<file path="src/rtl/coin_pkg.sv">
// Shared definitions for the coin accumulator: coin codes, their values,
// FSM state encoding and the invalid-coin sentinel.
package coin_pkg;

    // Coin codes on moeda; any code with bit 2 set is invalid
    localparam logic [2:0] MOEDA_R1  = 3'b000;
    localparam logic [2:0] MOEDA_R2  = 3'b001;
    localparam logic [2:0] MOEDA_R5  = 3'b010;
    localparam logic [2:0] MOEDA_R10 = 3'b011;

    // Value of each coin in reais
    localparam logic [4:0] VALOR_R1  = 5'd1;
    localparam logic [4:0] VALOR_R2  = 5'd2;
    localparam logic [4:0] VALOR_R5  = 5'd5;
    localparam logic [4:0] VALOR_R10 = 5'd10;

    // Presented on soma when the transaction saw a bad coin or an overflow
    localparam logic [4:0] SOMA_INVALIDA = 5'b11111;

    typedef enum logic [1:0] {
        StIdle   = 2'b00,
        StAcum   = 2'b01,
        StPronto = 2'b10,
        StInval  = 2'b11
    } state_t;

    // Value table lookup; invalid codes map to zero
    function automatic logic [4:0] coin_value(input logic [2:0] code);
        logic [4:0] valor;
        valor = 5'd0;
        if (!code[2]) begin
            case (code)
                MOEDA_R1:  valor = VALOR_R1;
                MOEDA_R2:  valor = VALOR_R2;
                MOEDA_R5:  valor = VALOR_R5;
                MOEDA_R10: valor = VALOR_R10;
                default:   valor = 5'd0;
            endcase
        end
        return valor;
    endfunction

endpackage

</file>
<file path="src/rtl/coin_accumulator_if.sv">
// Handshake bundle between the transaction controller / coin slot (master)
// and the coin accumulator (slave).
interface coin_accumulator_if;

    logic       moeda_strobe;
    logic [2:0] moeda;
    logic       confirma;
    logic       cancela;
    logic       limpa;
    logic [4:0] soma;
    logic       soma_valida;
    logic       devolve;
    logic [4:0] devolve_valor;

    modport master (
        output moeda_strobe, moeda, confirma, cancela, limpa,
        input  soma, soma_valida, devolve, devolve_valor
    );

    modport slave (
        input  moeda_strobe, moeda, confirma, cancela, limpa,
        output soma, soma_valida, devolve, devolve_valor
    );

endinterface

</file>
<file path="src/rtl/coin_decoder.sv">
// Combinational coin-code decoder: moeda -> {valida, valor}.
module coin_decoder
    import coin_pkg::*;
(
    input  logic [2:0] moeda,
    output logic       valida,
    output logic [4:0] valor
);

    // Bit 2 marks an invalid code; otherwise look up the value table
    always_comb begin
        valida = ~moeda[2];
        valor  = coin_value(moeda);
    end

endmodule

</file>
<file path="src/rtl/coin_accumulator.sv">
// Coin accumulator: decodes coin strobes, accumulates credit, freezes it for the
// coin-error checker and returns credit on cancel, bad coin or overflow.
// Optional idle timeout in ACUM is enabled by defining COIN_TIMEOUT_EN.
module coin_accumulator
    import coin_pkg::*;
#(
    parameter int unsigned MAX_SOMA = 30
`ifdef COIN_TIMEOUT_EN
    ,
    parameter int unsigned TIMEOUT_CYC = 1000,
    parameter int unsigned CNT_W       = 10
`endif
) (
    input logic              clock,
    input logic              reset,
    coin_accumulator_if.slave bus
);

    localparam logic [5:0] MAX_SOMA6 = 6'(MAX_SOMA);

    state_t     state_q, state_d;
    logic [4:0] soma_q, soma_d;
    logic       devolve_q, devolve_d;
    logic [4:0] devolve_valor_q, devolve_valor_d;

    logic       coin_valida;
    logic [4:0] coin_valor;
    logic [5:0] sum6;
    logic       in_idle, in_acum, in_held;
    logic       timeout;
    logic       coin_live;
    logic       ev_cancel, ev_confirm, ev_coin_ok, ev_coin_bad, ev_limpa;

    coin_decoder u_decoder (
        .moeda  (bus.moeda),
        .valida (coin_valida),
        .valor  (coin_valor)
    );

    // soma_q is always 0 in IDLE, so one adder serves both the first and later coins
    assign sum6 = {1'b0, soma_q} + {1'b0, coin_valor};

    // Decode the single event taken this cycle; cancel/timeout beat confirm beat coin
    always_comb begin
        in_idle     = (state_q == StIdle);
        in_acum     = (state_q == StAcum);
        in_held     = (state_q == StPronto) || (state_q == StInval);
        ev_cancel   = in_acum && (bus.cancela || timeout);
        ev_confirm  = in_acum && !ev_cancel && bus.confirma;
        coin_live   = bus.moeda_strobe &&
                      (in_idle || (in_acum && !ev_cancel && !bus.confirma));
        ev_coin_ok  = coin_live && coin_valida && (sum6 <= MAX_SOMA6);
        ev_coin_bad = coin_live && !ev_coin_ok;
        ev_limpa    = in_held && bus.limpa;
    end

    // State register
    always_ff @(posedge clock or posedge reset) begin
        if (reset) begin
            state_q <= StIdle;
        end else begin
            state_q <= state_d;
        end
    end

    // Next-state logic
    always_comb begin
        state_d = state_q;
        unique case (state_q)
            StIdle, StAcum: begin
                if (ev_cancel) begin
                    state_d = StIdle;
                end else if (ev_confirm) begin
                    state_d = StPronto;
                end else if (ev_coin_ok) begin
                    state_d = StAcum;
                end else if (ev_coin_bad) begin
                    state_d = StInval;
                end
            end
            StPronto, StInval: begin
                if (ev_limpa) begin
                    state_d = StIdle;
                end
            end
            default: state_d = StIdle;
        endcase
    end

    // Output logic: soma is frozen for the checker in PRONTO and INVAL
    always_comb begin
        bus.soma_valida = (state_q == StPronto) || (state_q == StInval);
    end

    // Datapath next values: credit update and return pulse
    always_comb begin
        soma_d = soma_q;
        if (ev_cancel || ev_limpa) begin
            soma_d = 5'd0;
        end else if (ev_coin_ok) begin
            soma_d = sum6[4:0];
        end else if (ev_coin_bad) begin
            soma_d = SOMA_INVALIDA;
        end
        // A bad coin returns what was already inserted; nothing to return from IDLE
        devolve_d       = ev_cancel || (ev_coin_bad && (soma_q != 5'd0));
        devolve_valor_d = devolve_d ? soma_q : 5'd0;
    end

    // Datapath registers; reset discards credit without a return pulse
    always_ff @(posedge clock or posedge reset) begin
        if (reset) begin
            soma_q          <= 5'd0;
            devolve_q       <= 1'b0;
            devolve_valor_q <= 5'd0;
        end else begin
            soma_q          <= soma_d;
            devolve_q       <= devolve_d;
            devolve_valor_q <= devolve_valor_d;
        end
    end

    assign bus.soma          = soma_q;
    assign bus.devolve       = devolve_q;
    assign bus.devolve_valor = devolve_valor_q;

`ifdef COIN_TIMEOUT_EN
    localparam logic [CNT_W-1:0] CNT_LAST = CNT_W'(TIMEOUT_CYC - 1);

    logic [CNT_W-1:0] cnt_q, cnt_d;

    assign timeout = in_acum && (cnt_q == CNT_LAST);

    // Idle counter: restarts on every accepted coin, parked at 0 outside ACUM
    always_comb begin
        if ((state_d != StAcum) || ev_coin_ok) begin
            cnt_d = '0;
        end else begin
            cnt_d = cnt_q + CNT_W'(1);
        end
    end

    // Idle counter register
    always_ff @(posedge clock or posedge reset) begin
        if (reset) begin
            cnt_q <= '0;
        end else begin
            cnt_q <= cnt_d;
        end
    end
`else
    assign timeout = 1'b0;
`endif

endmodule

</file>
<file path="src/flat_wrapper.sv">
// flat-port wrapper written by rule: the top's interface ports become plain ports
module coin_accumulator_flat import coin_pkg::*;
#(
    parameter int unsigned MAX_SOMA = 30

)
  (clock, reset, bus_moeda_strobe, bus_moeda, bus_confirma, bus_cancela, bus_limpa, bus_soma, bus_soma_valida, bus_devolve, bus_devolve_valor);
  coin_accumulator_if bus_i ();
  input logic clock;
  input logic reset;
  input wire logic [$bits(bus_i.moeda_strobe)-1:0] bus_moeda_strobe;
  input wire logic [$bits(bus_i.moeda)-1:0] bus_moeda;
  input wire logic [$bits(bus_i.confirma)-1:0] bus_confirma;
  input wire logic [$bits(bus_i.cancela)-1:0] bus_cancela;
  input wire logic [$bits(bus_i.limpa)-1:0] bus_limpa;
  output wire logic [$bits(bus_i.soma)-1:0] bus_soma;
  output wire logic [$bits(bus_i.soma_valida)-1:0] bus_soma_valida;
  output wire logic [$bits(bus_i.devolve)-1:0] bus_devolve;
  output wire logic [$bits(bus_i.devolve_valor)-1:0] bus_devolve_valor;
  assign bus_i.moeda_strobe = bus_moeda_strobe;
  assign bus_i.moeda = bus_moeda;
  assign bus_i.confirma = bus_confirma;
  assign bus_i.cancela = bus_cancela;
  assign bus_i.limpa = bus_limpa;
  assign bus_soma = bus_i.soma;
  assign bus_soma_valida = bus_i.soma_valida;
  assign bus_devolve = bus_i.devolve;
  assign bus_devolve_valor = bus_i.devolve_valor;
  coin_accumulator #(.MAX_SOMA(MAX_SOMA)) u_core (.clock(clock), .reset(reset), .bus(bus_i));
endmodule
</file>
<file path="config.mk">
export PLATFORM = sky130hd
export DESIGN_NAME = coin_accumulator_flat
export DESIGN_NICKNAME = d
export VERILOG_FILES = /design/src/rtl/coin_pkg.sv /design/src/rtl/coin_accumulator_if.sv /design/src/rtl/coin_decoder.sv /design/src/rtl/coin_accumulator.sv /design/src/flat_wrapper.sv
export SDC_FILE = /design/constraint.sdc
export NUM_CORES = 1
export LEC_CHECK = 0
export BUFFER_PORTS_ARGS = -buffer_cell sky130_fd_sc_hd__buf_2
export CORE_MARGIN = 5
export CORE_UTILIZATION = 25
export DETAILED_ROUTE_END_ITERATION = 6
export GPL_TIMING_DRIVEN = 0
export PLACE_DENSITY = 0.43
export SLEW_MARGIN = 20
export SYNTH_ARGS = -nofsm -noshare
export SYNTH_HDL_FRONTEND = slang
export SYNTH_SLANG_ARGS = --single-unit
</file>
<file path="constraint.sdc">
create_clock -name clock -period 5.25 [get_ports clock]
set_clock_uncertainty 0.05 [all_clocks]
set_input_delay 0.7875 -clock clock [delete_from_list [all_inputs] [get_ports clock]]
set_output_delay 0.7875 -clock clock [all_outputs]
set_load 0.01 [all_outputs]
</file>
==> impl_metrics.sql, run 1 <==
INSERT INTO impl_metrics (metric_group, metric, value, unit) VALUES
('power_and_ir_drop', 'pwr-share-clk', '12.9', '%'),
('placed_design', 'placement.cell_area', '935', 'um2'),
('grt', 'grt_first_pass_wirelength', '2970', 'um'),
('logic_synthesis', 'synthesis.area_per_instance', '9.87', 'um2'),
('status', 'outcome', 'finished, final reports clean', ''),
('die', 'initial_core_utilization', '25.7', '%'),
('final_layout', 'finalNetCount', '118', ''),
('worst_setup_path', 'critical_path_buf_inv_count', '1', ''),
('logic_synthesis', 'ys_ff_latch', '13', ''),
('logic_synthesis', 'largest_cells_by_area_after_synthesis', 'sky130_fd_sc_hd__dfrtp_1 42%, sky130_fd_sc_hd__ha_1 6.4%, sky130_fd_sc_hd__nor2_1 5.3%', ''),
('routing', 'detailroute.via_count', '652', ''),
('grt', 'antenna_found_initial', '0', ''),
('power_and_ir_drop', 'intPower', '268', 'uW'),
('power_and_ir_drop', 'portion_of_total_power_attributed_to_combinational_logic', '48.0', '%'),
('routing', 'wl_per_cell', '11.4', 'um'),
('final_layout', 'layout-drive-gt1-share', '33.0', '%'),
('power_and_ir_drop', 'post-layout-total-power', '463', 'uW'),
('routing', 'antenna_violating_nets_left', '0', ''),
('routing', 'drc_errors', '0', ''),
('routing', 'routed_wirelength', '1670', 'um'),
('logic_synthesis', 'yosysWarningCount', '0', ''),
('power_and_ir_drop', 'switching_share', '42.1', '%'),
('timing', 'timing.final.setup_violations', '0', ''),
('timing', 'fin_setup_tns', '0', 'ns'),
('timing', 'final_min_period_over_clock_period', '43.7', '%'),
('clocking', 'ctsResizeCount', '0', ''),
('die', 'die_width', '65.8', 'um'),
('worst_setup_path', 'crit_required', '5.35', 'ns'),
('worst_hold_path', 'min-delay-path-class', 'input pin to async pin', ''),
('grt', 'largest_net_degree_at_the_start_of_global_routing', '14', ''),
('timing', 'maxSlewHeadroom', '67.0', '%'),
('die', 'fp.dieArea', '0.00433', 'mm2'),
('final_layout', 'top_library_cells_by_usage_in_the_layout_fill_and_taps_aside', '21 x sky130_fd_sc_hd__buf_2, 13 x sky130_fd_sc_hd__dfrtp_1, 11 x sky130_fd_sc_hd__nor2_1', ''),
('clocking', 'htreeDepth', '1', ''),
('logic_synthesis', 'post_synth_num_cell_types', '35', ''),
('worst_setup_path', 'critPathSlowestCell', 'sky130_fd_sc_hd__fa_1', ''),
('timing', 'rsz0062_at_grt', 'no', ''),
('clocking', 'holdBufCountCts', '0', ''),
('routing', 'detailedRoute.firstIterationViolations', '10', ''),
('worst_setup_path', 'crit_arrival', '2.40', 'ns'),
('timing', 'min_period', '2.30', 'ns'),
('timing', 'maxSlewViolCount', '0', ''),
('placed_design', 'place_congestion', '0.701', ''),
('final_layout', 'area_delta_synth_final', '23.3', '%'),
('final_layout', 'design_area', '961', 'um2'),
('routing', 'drt_via_density', '4.44', ''),
('final_layout', 'insertedDiodeCount', '0', ''),
('grt', 'gr-total-overflow', '0', ''),
('power_and_ir_drop', 'power.sequential.fraction', '39.1', '%'),
('die', 'ios', '21', ''),
('worst_setup_path', 'endpoint_class_of_the_critical_path', 'register', ''),
('clocking', 'ctsRootBufferMaster', 'sky130_fd_sc_hd__clkbuf_4', ''),
('worst_setup_path', 'cpPeakStageDelay', '0.42', 'ns'),
('logic_synthesis', 'ys_async_sr_fraction', '100', '%'),
('power_and_ir_drop', 'leakage_power', '0.490', 'nW'),
('logic_synthesis', 'yosys.area.top_type_share', '41.7', '%'),
('worst_setup_path', 'worst-setup-path-type', 'input pin to register', ''),
('clocking', 'tritoncts_num_sinks', '13', ''),
('clocking', 'numCtsBuffers', '3', ''),
('grt', 'via_count_of_the_first_global_routing_pass', '681', ''),
('logic_synthesis', 'synth.yosys.seq_area_share', '41.7', '%'),
('worst_setup_path', 'worstSetupPathDepth', '9', ''),
('final_layout', 'most_common_cell_after_layout_fill_and_taps_aside', 'sky130_fd_sc_hd__buf_2', ''),
('logic_synthesis', 'synthesis.nets', '93', ''),
('grt', 'grt_util_all_layers', '8.86', '%'),
('worst_setup_path', 'timing.critical_path.max_delay_family', 'adder cells', ''),
('final_layout', 'final_core_util', '31.7', '%'),
('worst_setup_path', 'cp_cell_sequence', 'buf_2 > nor2_1 > ha_1 > fa_1 > nand3_2 > a21oi_1 > o2111a_2 > a21oi_4 > nor2_1', ''),
('die', 'die_height', '65.8', 'um'),
('worst_setup_path', 'cpMostUsedCell', 'sky130_fd_sc_hd__nor2_1', ''),
('worst_setup_path', 'critical_path.max_fanout', '7', '');
-- state kept, by name, indices dropped and copies added, names as in the netlist --
register,flops
u_core.bus.devolve_valor,5
u_core.bus.soma,5
u_core.state_q,2
u_core.bus.devolve,1
-- per-layer routing --
layer	GRT usage, %	routed length, um	vias to the layer above	share of wire [%]
li1	-	-	334	-
met2	14.0	785	15	47
met4	5.44	27	0	1.6
met3	1.36	77	2	4.6
met1	11.2	779	301	47
met5	0	0	-	0
-- worst paths after layout --
kind / slack (ns) / from / end
hold reg to reg: 0.52 / u_core.bus.soma[2] / u_core.bus.devolve_valor[2]
setup / recovery: 2.95 / bus_moeda[2] / u_core.bus.devolve_valor[1]
hold / removal: 0.48 / reset / u_core.state_q[0]
max in group asynchronous: 4.34 / reset / u_core.bus.devolve_valor[1]
min in group clock: 0.52 / u_core.bus.soma[2] / u_core.bus.devolve_valor[2]
setup reg to reg: 3.20 / u_core.bus.soma[0] / u_core.bus.devolve_valor[1]
-- synthesized netlist by cell type, types with 2 or more instances --
cell type                  n
sky130_fd_sc_hd__o221a_2   3
sky130_fd_sc_hd__nand2_1   8
sky130_fd_sc_hd__o22ai_1   2
sky130_fd_sc_hd__inv_1     3
sky130_fd_sc_hd__a21oi_1   7
sky130_fd_sc_hd__dfrtp_1  13
sky130_fd_sc_hd__ha_1      4
sky130_fd_sc_hd__nor2_1   11
sky130_fd_sc_hd__and3_1    2
-- worst reg2reg max path: stages, from the launching register on --
cell and delay, ns:
sky130_fd_sc_hd__dfrtp_1 0.44, sky130_fd_sc_hd__ha_1 0.25, sky130_fd_sc_hd__fa_1 0.42, sky130_fd_sc_hd__nand3_2 0.11, sky130_fd_sc_hd__a21oi_1 0.07, sky130_fd_sc_hd__o2111a_2 0.31
sky130_fd_sc_hd__a21oi_4 0.22, sky130_fd_sc_hd__nor2_1 0.07
-- power by group through the flow --
| stage | Sequential (mW) | Combinational, mW | Clock [mW] |
|---|---|---|---|
| 2_1_floorplan | 0.187 | 0.148 | 0 |
| 3_3_place_gp | 0.183 | 0.226 | 0 |
| 3_5_place_dp | 0.184 | 0.226 | 0 |
| 4_1_cts | 0.182 | 0.227 | 0.0633 |
| 5_1_grt | 0.190 | 0.256 | 0.0666 |
| 6_report | 0.181 | 0.222 | 0.0598 |
-- metrics by stage --
stage / cells / setup WS, ns / hold WS (ns)
detailed placement: 143 / 2.67 / 0.509
finish: 147 / 2.95 / 0.479
CTS: 147 / 2.95 / 0.493
global placement: 143 / 2.67 / 0.507
global route: 147 / 2.83 / 0.526
floorplan: 79 / 2.97 / 0.474
-- cells by family after synthesis --
| kind of cell | share of synthesized area (%) |
|---|---|
| muxes | 1.28 |
| adders and majority gates | 8.99 |
| buffers and inverters | 2.57 |
| xor gates and xnor gates | 2.25 |
| AOI/OAI and AO/OA | 22.5 |
| DFF | 41.7 |
| and+or+nand+nor | 20.7 |
-- layout make-up --
| cell class | count | area, um2 |
|---|---|---|
| Timing Repair Buffer | 20 | 100 |
| Tap cell | 44 | 55.1 |
| Inverter | 3 | 11.3 |
| Clock buffer | 4 | 26.3 |
| Buffer | 2 | 8.76 |
| Fill cell | 345 | 2070 |
| Multi-Input combinational cell | 61 | 434 |
| Sequential cell | 13 | 325 |
No activity file was read; power rests on OpenSTA's default activity.
==> inputs of run 2 (changes only) <==
--- a/config.mk
+++ b/config.mk
@@ -5,6 +5,7 @@
 export SDC_FILE = /design/constraint.sdc
 export NUM_CORES = 1
 export LEC_CHECK = 0
+export ABC_AREA = 1
 export BUFFER_PORTS_ARGS = -buffer_cell sky130_fd_sc_hd__buf_2
 export CORE_MARGIN = 5
 export CORE_UTILIZATION = 25
==> constraint.sdc (replaced) <==
create_clock -name clock -period 2.3 [get_ports clock]
set_clock_uncertainty 0.05 [all_clocks]
set_input_delay 0.345 -clock clock [delete_from_list [all_inputs] [get_ports clock]]
set_output_delay 0.345 -clock clock [all_outputs]
set_load 0.01 [all_outputs]
==> run 2 against run 1 <==
  * Worst setup slack lost 2.8 ns
  * Core utilization grew 0.95 points
  * Worst hold slack lost 0.46 ns
  * Area after synthesis rose by 4.5%
  * Die area grew 3.8%
  * Non-clock buffer count did not move
  * Total power rose to 2.6 times the previous value
  * Via count increased by 12%
==> impl_metrics.sql, run 2 <==
INSERT INTO impl_metrics (metric_group, metric, value, unit) VALUES
('routing', 'antenna_violating_nets_left', '0', ''),
('die', 'fp.dieArea', '0.00450', 'mm2'),
('logic_synthesis', 'cell_with_the_most_instances_after_synthesis', 'sky130_fd_sc_hd__nand2_1', ''),
('routing', 'detailroute.via_count', '732', ''),
('logic_synthesis', 'yosysTopAreaCell', 'sky130_fd_sc_hd__dfrtp_1', ''),
('final_layout', 'area_delta_synth_final', '23.5', '%'),
('timing', 'min_period', '2.13', 'ns'),
('routing', 'wl_per_cell', '10.6', 'um'),
('routing', 'routed_wirelength', '1840', 'um'),
('placed_design', 'dp_hpwl', '1510', 'um'),
('logic_synthesis', 'synth_flop_cell', 'sky130_fd_sc_hd__dfrtp_1', ''),
('worst_setup_path', 'crit_arrival', '2.27', 'ns'),
('logic_synthesis', 'synth-xor-area-share', '0', '%'),
('logic_synthesis', 'yosys.area.top_type_share', '39.9', '%'),
('logic_synthesis', 'synth_cells', '104', ''),
('grt', 'largest_net_degree_at_the_start_of_global_routing', '14', ''),
('die', 'die_width', '67.1', 'um'),
('timing', 'rsz0062_at_grt', 'no', ''),
('placed_design', 'place_congestion', '0.795', ''),
('timing', 'timing.final.setup_violations', '0', ''),
('logic_synthesis', 'synth_simple_gate_area_share', '30.0', '%'),
('logic_synthesis', 'ys_async_sr_fraction', '100', '%'),
('worst_setup_path', 'cp_launch_type', 'register', ''),
('routing', 'detailedRoute.firstIterationViolations', '11', ''),
('timing', 'timing.final.hold_violations', '0', ''),
('grt', 'grt_first_pass_wirelength', '3070', 'um'),
('logic_synthesis', 'synthesis.area_per_instance', '7.83', 'um2'),
('logic_synthesis', 'synth-adder-area-share', '8.60', '%'),
('power_and_ir_drop', 'power.density', '1180', 'mW/mm2'),
('clocking', 'insertion_delay', '0.28', 'ns'),
('timing', 'maxSlewHeadroom', '67.9', '%'),
('clocking', 'ctsRootBufferMaster', 'sky130_fd_sc_hd__clkbuf_4', ''),
('die', 'die_height', '67.1', 'um'),
('grt', 'antenna_found_initial', '0', ''),
('timing', 'hold-worst-slack', '0.0175', 'ns'),
('logic_synthesis', 'synth.yosys.seq_area_share', '39.9', '%'),
('logic_synthesis', 'synth.area.mux_share', '0', '%'),
('die', 'std_cell_rows', '20', ''),
('final_layout', 'insertedDiodeCount', '0', ''),
('final_layout', 'finalNetCount', '144', ''),
('clocking', 'clock_path_buffers', '2', ''),
('job', 'max_cap_viol_count', '0', ''),
('logic_synthesis', 'largest_cells_by_area_after_synthesis', 'sky130_fd_sc_hd__dfrtp_1 40%, sky130_fd_sc_hd__nand2_1 12%, sky130_fd_sc_hd__inv_1 7.8%', ''),
('placed_design', 'buffer_ports.inserted', '20', ''),
('routing', 'detail_route.first_pass.iterations', '4', ''),
('clocking', 'holdBufCountCts', '0', ''),
('worst_setup_path', 'crit_required', '2.44', 'ns'),
('logic_synthesis', 'synth-edff-count', '0', ''),
('grt', 'via_count_of_the_first_global_routing_pass', '688', ''),
('power_and_ir_drop', 'irDropWorstVdd', '0.307', 'mV'),
('final_layout', 'fillCellCount', '351', ''),
('logic_synthesis', 'ys_ff_latch', '13', ''),
('final_layout', 'layout-drive-gt1-share', '24.0', '%'),
('final_layout', 'most_common_cell_after_layout_fill_and_taps_aside', 'sky130_fd_sc_hd__nand2_1', ''),
('status', 'outcome', 'finished, final reports clean', ''),
('routing', 'drt_via_density', '4.23', ''),
('logic_synthesis', 'synthesis.nets', '118', ''),
('die', 'ios', '21', ''),
('worst_setup_path', 'endpoint_class_of_the_critical_path', 'register', ''),
('logic_synthesis', 'mappedNetlistArea', '815', 'um2'),
('logic_synthesis', 'largest_family_of_logic_cells_by_synthesized_area', 'simple AND/OR/NAND/NOR gates', ''),
('clocking', 'clock_tree_from_tritoncts', 'done', ''),
('final_layout', 'top_library_cells_by_usage_in_the_layout_fill_and_taps_aside', '25 x sky130_fd_sc_hd__nand2_1, 20 x sky130_fd_sc_hd__buf_2, 17 x sky130_fd_sc_hd__inv_1', ''),
('timing', 'timing_worst_slew_pin_value', '0.480', 'ns'),
('timing', 'final_min_period_over_clock_period', '92.5', '%'),
('logic_synthesis', 'yosysWarningCount', '0', ''),
('clocking', 'htreeDepth', '1', ''),
('logic_synthesis', 'post_synth_num_cell_types', '20', ''),
('die', 'initial_core_utilization', '26.5', '%'),
('timing', 'timing.fmax', '470', 'MHz'),
('timing', 'fin_setup_tns', '0', 'ns'),
('timing', 'maxSlewViolCount', '0', ''),
('power_and_ir_drop', 'post-layout-total-power', '1.19', 'mW'),
('die', 'design.core.area', '0.00308', 'mm2'),
('logic_synthesis', 'synth_common_cells', '25 x sky130_fd_sc_hd__nand2_1, 17 x sky130_fd_sc_hd__inv_1, 13 x sky130_fd_sc_hd__dfrtp_1', ''),
('logic_synthesis', 'complex_gate_fraction_of_the_synthesized_area', '13.2', '%'),
('grt', 'grt_util_all_layers', '9.07', '%'),
('clocking', 'cts.clk_slew.worst_paths', '0.08', 'ns'),
('clocking', 'tritoncts_num_sinks', '13', ''),
('grt', 'gr-total-overflow', '0', ''),
('worst_setup_path', 'critical_path.max_fanout', '6', ''),
('power_and_ir_drop', 'leakage_power', '0.549', 'nW'),
('clocking', 'numCtsBuffers', '3', ''),
('routing', 'drc_errors', '0', ''),
('worst_hold_path', 'min-delay-path-class', 'input pin to async pin', ''),
('final_layout', 'final_core_util', '32.7', '%'),
('worst_setup_path', 'worst-setup-path-type', 'register to register', '');
[run 2: where the power goes]
group | internal [mW] | switching, mW | leakage [nW]
clock | 0.0672 | 0.0731 | 0.0150
sequential | 0.325 | 0.0958 | 0.166
combinational | 0.247 | 0.379 | 0.368
total | 0.639 | 0.548 | 0.549
[run 2: logic make-up after synthesis]
family,Yosys count
fa+ha+maj,5
flops,13
compound gates,17
buf+inv,18
simple gates,51
[run 2: through the flow]
stage	setup WS [ns]	cell area, um2	cells
2_1_floorplan	0.291	815	104
3_3_place_gp	0.00781	970	168
3_5_place_dp	0.00249	970	168
4_1_cts	0.0933	996	172
5_1_grt	0.00324	1010	173
6_report	0.173	1010	173
[run 2: critical path, stage by stage, from the launching register on]
cell and delay (ns):
sky130_fd_sc_hd__dfrtp_1 0.42, sky130_fd_sc_hd__ha_2 0.22, sky130_fd_sc_hd__fa_1 0.51, sky130_fd_sc_hd__nand2_1 0.09, sky130_fd_sc_hd__nor2_4 0.11, sky130_fd_sc_hd__nand3_2 0.09, sky130_fd_sc_hd__o21ai_4 0.27, sky130_fd_sc_hd__nand3_4 0.13
sky130_fd_sc_hd__a21oi_1 0.15
[run 2: final cells by class]
type	instances	area, um2	area share, %
multi-input cells	73	424	42.2
flip-flops and latches	13	325	32.3
repair buffers	21	108	10.7
inverters	17	63.8	6.34
well taps	44	55.1	5.47
clock buffers	4	26.3	2.61
plain buffers	1	3.75	0.373
[run 2: path summary, 6_finish.rpt]
kind,start,to,slack [ns],cells after the start
max in group asynchronous,reset,u_core.state_q[0],1.85,2
min in group clock,bus_limpa,u_core.state_q[1],0.22,2
hold reg to reg,u_core.state_q[0],u_core.state_q[0],0.45,2
setup reg to reg,u_core.bus.soma[0],u_core.bus.devolve_valor[4],0.17,8
setup / recovery,u_core.bus.soma[0],u_core.bus.devolve_valor[4],0.17,8
hold / removal,reset,u_core.bus.devolve_valor[0],0.02,2
[run 2: repair_timing]
item,4_1_cts,5_1_grt
gates resized for setup,0,1
setup buffers,0,1
setup endpoints to repair,0,5
[run 2: metal layers]
| layer | global-route usage (%) | vias up | wire length [um] |
|---|---|---|---|
| met5 | 0 | - | 0 |
| met4 | 5.32 | 0 | 0 |
| met3 | 1.18 | 0 | 67 |
| met2 | 14.5 | 13 | 888 |
| met1 | 11.5 | 330 | 879 |
| li1 | - | 389 | - |
==> inputs of run 3 (changes only) <==
--- a/config.mk
+++ b/config.mk
@@ -7,11 +7,12 @@
 export LEC_CHECK = 0
 export ABC_AREA = 1
 export BUFFER_PORTS_ARGS = -buffer_cell sky130_fd_sc_hd__buf_2
-export CORE_MARGIN = 5
-export CORE_UTILIZATION = 25
+export CORE_MARGIN = 8
+export CORE_UTILIZATION = 50
 export DETAILED_ROUTE_END_ITERATION = 6
 export GPL_TIMING_DRIVEN = 0
-export PLACE_DENSITY = 0.43
+export PLACE_DENSITY = 0.75
+export RECOVER_POWER = 50
 export SLEW_MARGIN = 20
 export SYNTH_ARGS = -nofsm -noshare
 export SYNTH_HDL_FRONTEND = slang
==> run 3 against run 2 <==
  * Die area fell by 29%
  * Maximum frequency shrank 1.5%
  * Final cell count is 16% lower
  * Design area decreased by 4.4%
  * Critical path depth did not move
  * Total power shrank 1.1%
  * Global-route usage up 1.8 points
  * Combinational power is essentially flat
  * Wire length is 3.5% lower
  * Largest power group unchanged
  * First-iteration DRC count grew 100%
  * Highest routed layer is now met4
==> impl_metrics.sql, run 3 (same netlist as run 2, synthesis figures left out) <==
INSERT INTO impl_metrics (metric_group, metric, value, unit) VALUES
('status', 'outcome', 'finished, final reports clean', ''),
('timing', 'min_period', '2.16', 'ns'),
('clocking', 'holdBufCountCts', '0', ''),
('final_layout', 'insertedDiodeCount', '0', ''),
('power_and_ir_drop', 'power.density', '1220', 'mW/mm2'),
('routing', 'wl_per_cell', '12.2', 'um'),
('worst_setup_path', 'worst-setup-path-type', 'register to register', ''),
('routing', 'drt_via_density', '5.30', ''),
('final_layout', 'finalNetCount', '144', ''),
('power_and_ir_drop', 'irDropWorstVdd', '0.612', 'mV'),
('clocking', 'ctsRootBufferMaster', 'sky130_fd_sc_hd__clkbuf_4', ''),
('clocking', 'insertion_delay', '0.26', 'ns'),
('worst_setup_path', 'critical_path.max_fanout', '5', ''),
('grt', 'grt_util_all_layers', '10.9', '%'),
('die', 'std_cell_rows', '14', ''),
('routing', 'detail_route.first_pass.iterations', '6', ''),
('grt', 'gr-total-overflow', '0', ''),
('final_layout', 'area_delta_synth_final', '18.1', '%'),
('routing', 'drc_errors', '0', ''),
('worst_setup_path', 'cp_launch_type', 'register', ''),
('clocking', 'tritoncts_num_sinks', '13', ''),
('routing', 'routed_wirelength', '1770', 'um'),
('timing', 'maxSlewHeadroom', '69.1', '%'),
('clocking', 'numCtsBuffers', '3', ''),
('power_and_ir_drop', 'post-layout-total-power', '1.17', 'mW'),
('clocking', 'clock_tree_from_tritoncts', 'done', ''),
('power_and_ir_drop', 'leakage_power', '0.531', 'nW'),
('timing', 'rsz0062_at_grt', 'no', ''),
('timing', 'fin_setup_tns', '0', 'ns'),
('final_layout', 'top_library_cells_by_usage_in_the_layout_fill_and_taps_aside', '25 x sky130_fd_sc_hd__nand2_1, 17 x sky130_fd_sc_hd__inv_1, 15 x sky130_fd_sc_hd__buf_2', ''),
('power_and_ir_drop', 'power.sequential.fraction', '35.6', '%'),
('final_layout', 'layout-drive-gt1-share', '19.4', '%'),
('power_and_ir_drop', 'net_switching_power_of_the_design', '544', 'uW'),
('clocking', 'clock_path_buffers', '2', ''),
('worst_setup_path', 'endpoint_class_of_the_critical_path', 'register', ''),
('die', 'initial_core_utilization', '53.4', '%'),
('placed_design', 'dp_hpwl', '1490', 'um'),
('clocking', 'cts.clk_slew.worst_paths', '0.07', 'ns'),
('job', 'max_cap_viol_count', '0', ''),
('die', 'design.core.area', '0.00152', 'mm2'),
('worst_hold_path', 'min-delay-path-class', 'input pin to async pin', ''),
('die', 'die_width', '56.4', 'um'),
('die', 'die_height', '56.4', 'um'),
('grt', 'via_count_of_the_first_global_routing_pass', '752', ''),
('timing', 'timing.final.hold_violations', '0', ''),
('power_and_ir_drop', 'switching_share', '46.4', '%'),
('grt', 'largest_net_degree_at_the_start_of_global_routing', '14', ''),
('power_and_ir_drop', 'portion_of_total_power_attributed_to_combinational_logic', '53.1', '%'),
('die', 'fp.dieArea', '0.00318', 'mm2'),
('routing', 'antenna_violating_nets_left', '0', ''),
('timing', 'timing.final.setup_violations', '0', ''),
('routing', 'detailroute.via_count', '769', ''),
('worst_setup_path', 'crit_arrival', '2.25', 'ns'),
('timing', 'timing_worst_slew_pin_value', '0.463', 'ns'),
('grt', 'antenna_found_initial', '0', ''),
('clocking', 'htreeDepth', '1', ''),
('die', 'ios', '21', ''),
('routing', 'detailedRoute.firstIterationViolations', '22', ''),
('power_and_ir_drop', 'intPower', '629', 'uW'),
('timing', 'maxSlewViolCount', '0', ''),
('placed_design', 'buffer_ports.inserted', '20', ''),
('grt', 'grt_first_pass_wirelength', '2960', 'um'),
('timing', 'final_min_period_over_clock_period', '93.9', '%'),
('timing', 'hold-worst-slack', '0.0279', 'ns'),
('placed_design', 'place_congestion', '0.778', ''),
('timing', 'timing.fmax', '463', 'MHz'),
('final_layout', 'most_common_cell_after_layout_fill_and_taps_aside', 'sky130_fd_sc_hd__nand2_1', ''),
('power_and_ir_drop', 'pwr-share-clk', '11.3', '%'),
('worst_setup_path', 'crit_required', '2.39', 'ns');
run 3: what timing repair did:
item                       in CTS  in global routing
gates resized for setup         0                  0
setup endpoints to repair       0                  2
hold endpoints to repair        0                  0
setup buffers                   0                  1
run 3: worst max-delay path: stages, from the launching register on:
cell and delay [ns]:
sky130_fd_sc_hd__dfrtp_1 0.43, sky130_fd_sc_hd__ha_1 0.27, sky130_fd_sc_hd__fa_1 0.51, sky130_fd_sc_hd__nand2_1 0.09, sky130_fd_sc_hd__nor2_4 0.11, sky130_fd_sc_hd__nand3_2 0.10, sky130_fd_sc_hd__o21ai_4 0.25, sky130_fd_sc_hd__buf_4 0.16
sky130_fd_sc_hd__o211ai_1 0.08
run 3: metrics by stage:
step                cells  area, um2  util (%)  setup slack (ns)
CTS                   144        961      63.1             0.133
global route          145        962      63.1            0.0139
global placement      140        935      61.3            0.0633
finish                145        962      63.1             0.141
floorplan             104        815         -             0.291
detailed placement    140        935      61.3            0.0378
run 3: power groups by stage:
stage                     registers (mW)  clock network (mW)  logic, mW
after floorplan                    0.444                   0      0.412
after global placement             0.417                   0      0.611
after detailed placement           0.419                   0      0.633
after CTS                          0.414               0.136      0.635
after global routing               0.432               0.148      0.700
final                              0.418               0.133      0.623
run 3: layout make-up:
type / count / area [um2]
sequential: 13 / 325
tap: 16 / 20.0
multi-input combinational: 73 / 422
inverter: 17 / 63.8
clock buffer: 4 / 26.3
timing repair buffer: 21 / 101
buffer: 1 / 3.75
fill: 144 / 562
run 3: routing by layer:
metal,vias up,GRT usage (%),part of all wire [%]
met5,-,0,0
met4,0,6.19,3.1
met3,6,1.80,4.2
met2,23,20.0,50
met1,349,11.2,42
li1,391,-,-
run 3: path summary, 6_finish.rpt:
kind                                    start                  to  slack [ns]  cells after the start
max                        u_core.bus.soma[0]  u_core.bus.soma[0]        0.14                      8
min                                     reset  u_core.bus.soma[2]        0.03                      2
max reg2reg                u_core.bus.soma[0]  u_core.bus.soma[0]        0.14                      8
min reg2reg                 u_core.state_q[0]   u_core.state_q[0]        0.45                      2
max in group asynchronous               reset   u_core.state_q[0]        1.86                      2
min in group clock                  bus_limpa   u_core.state_q[1]        0.22                      2
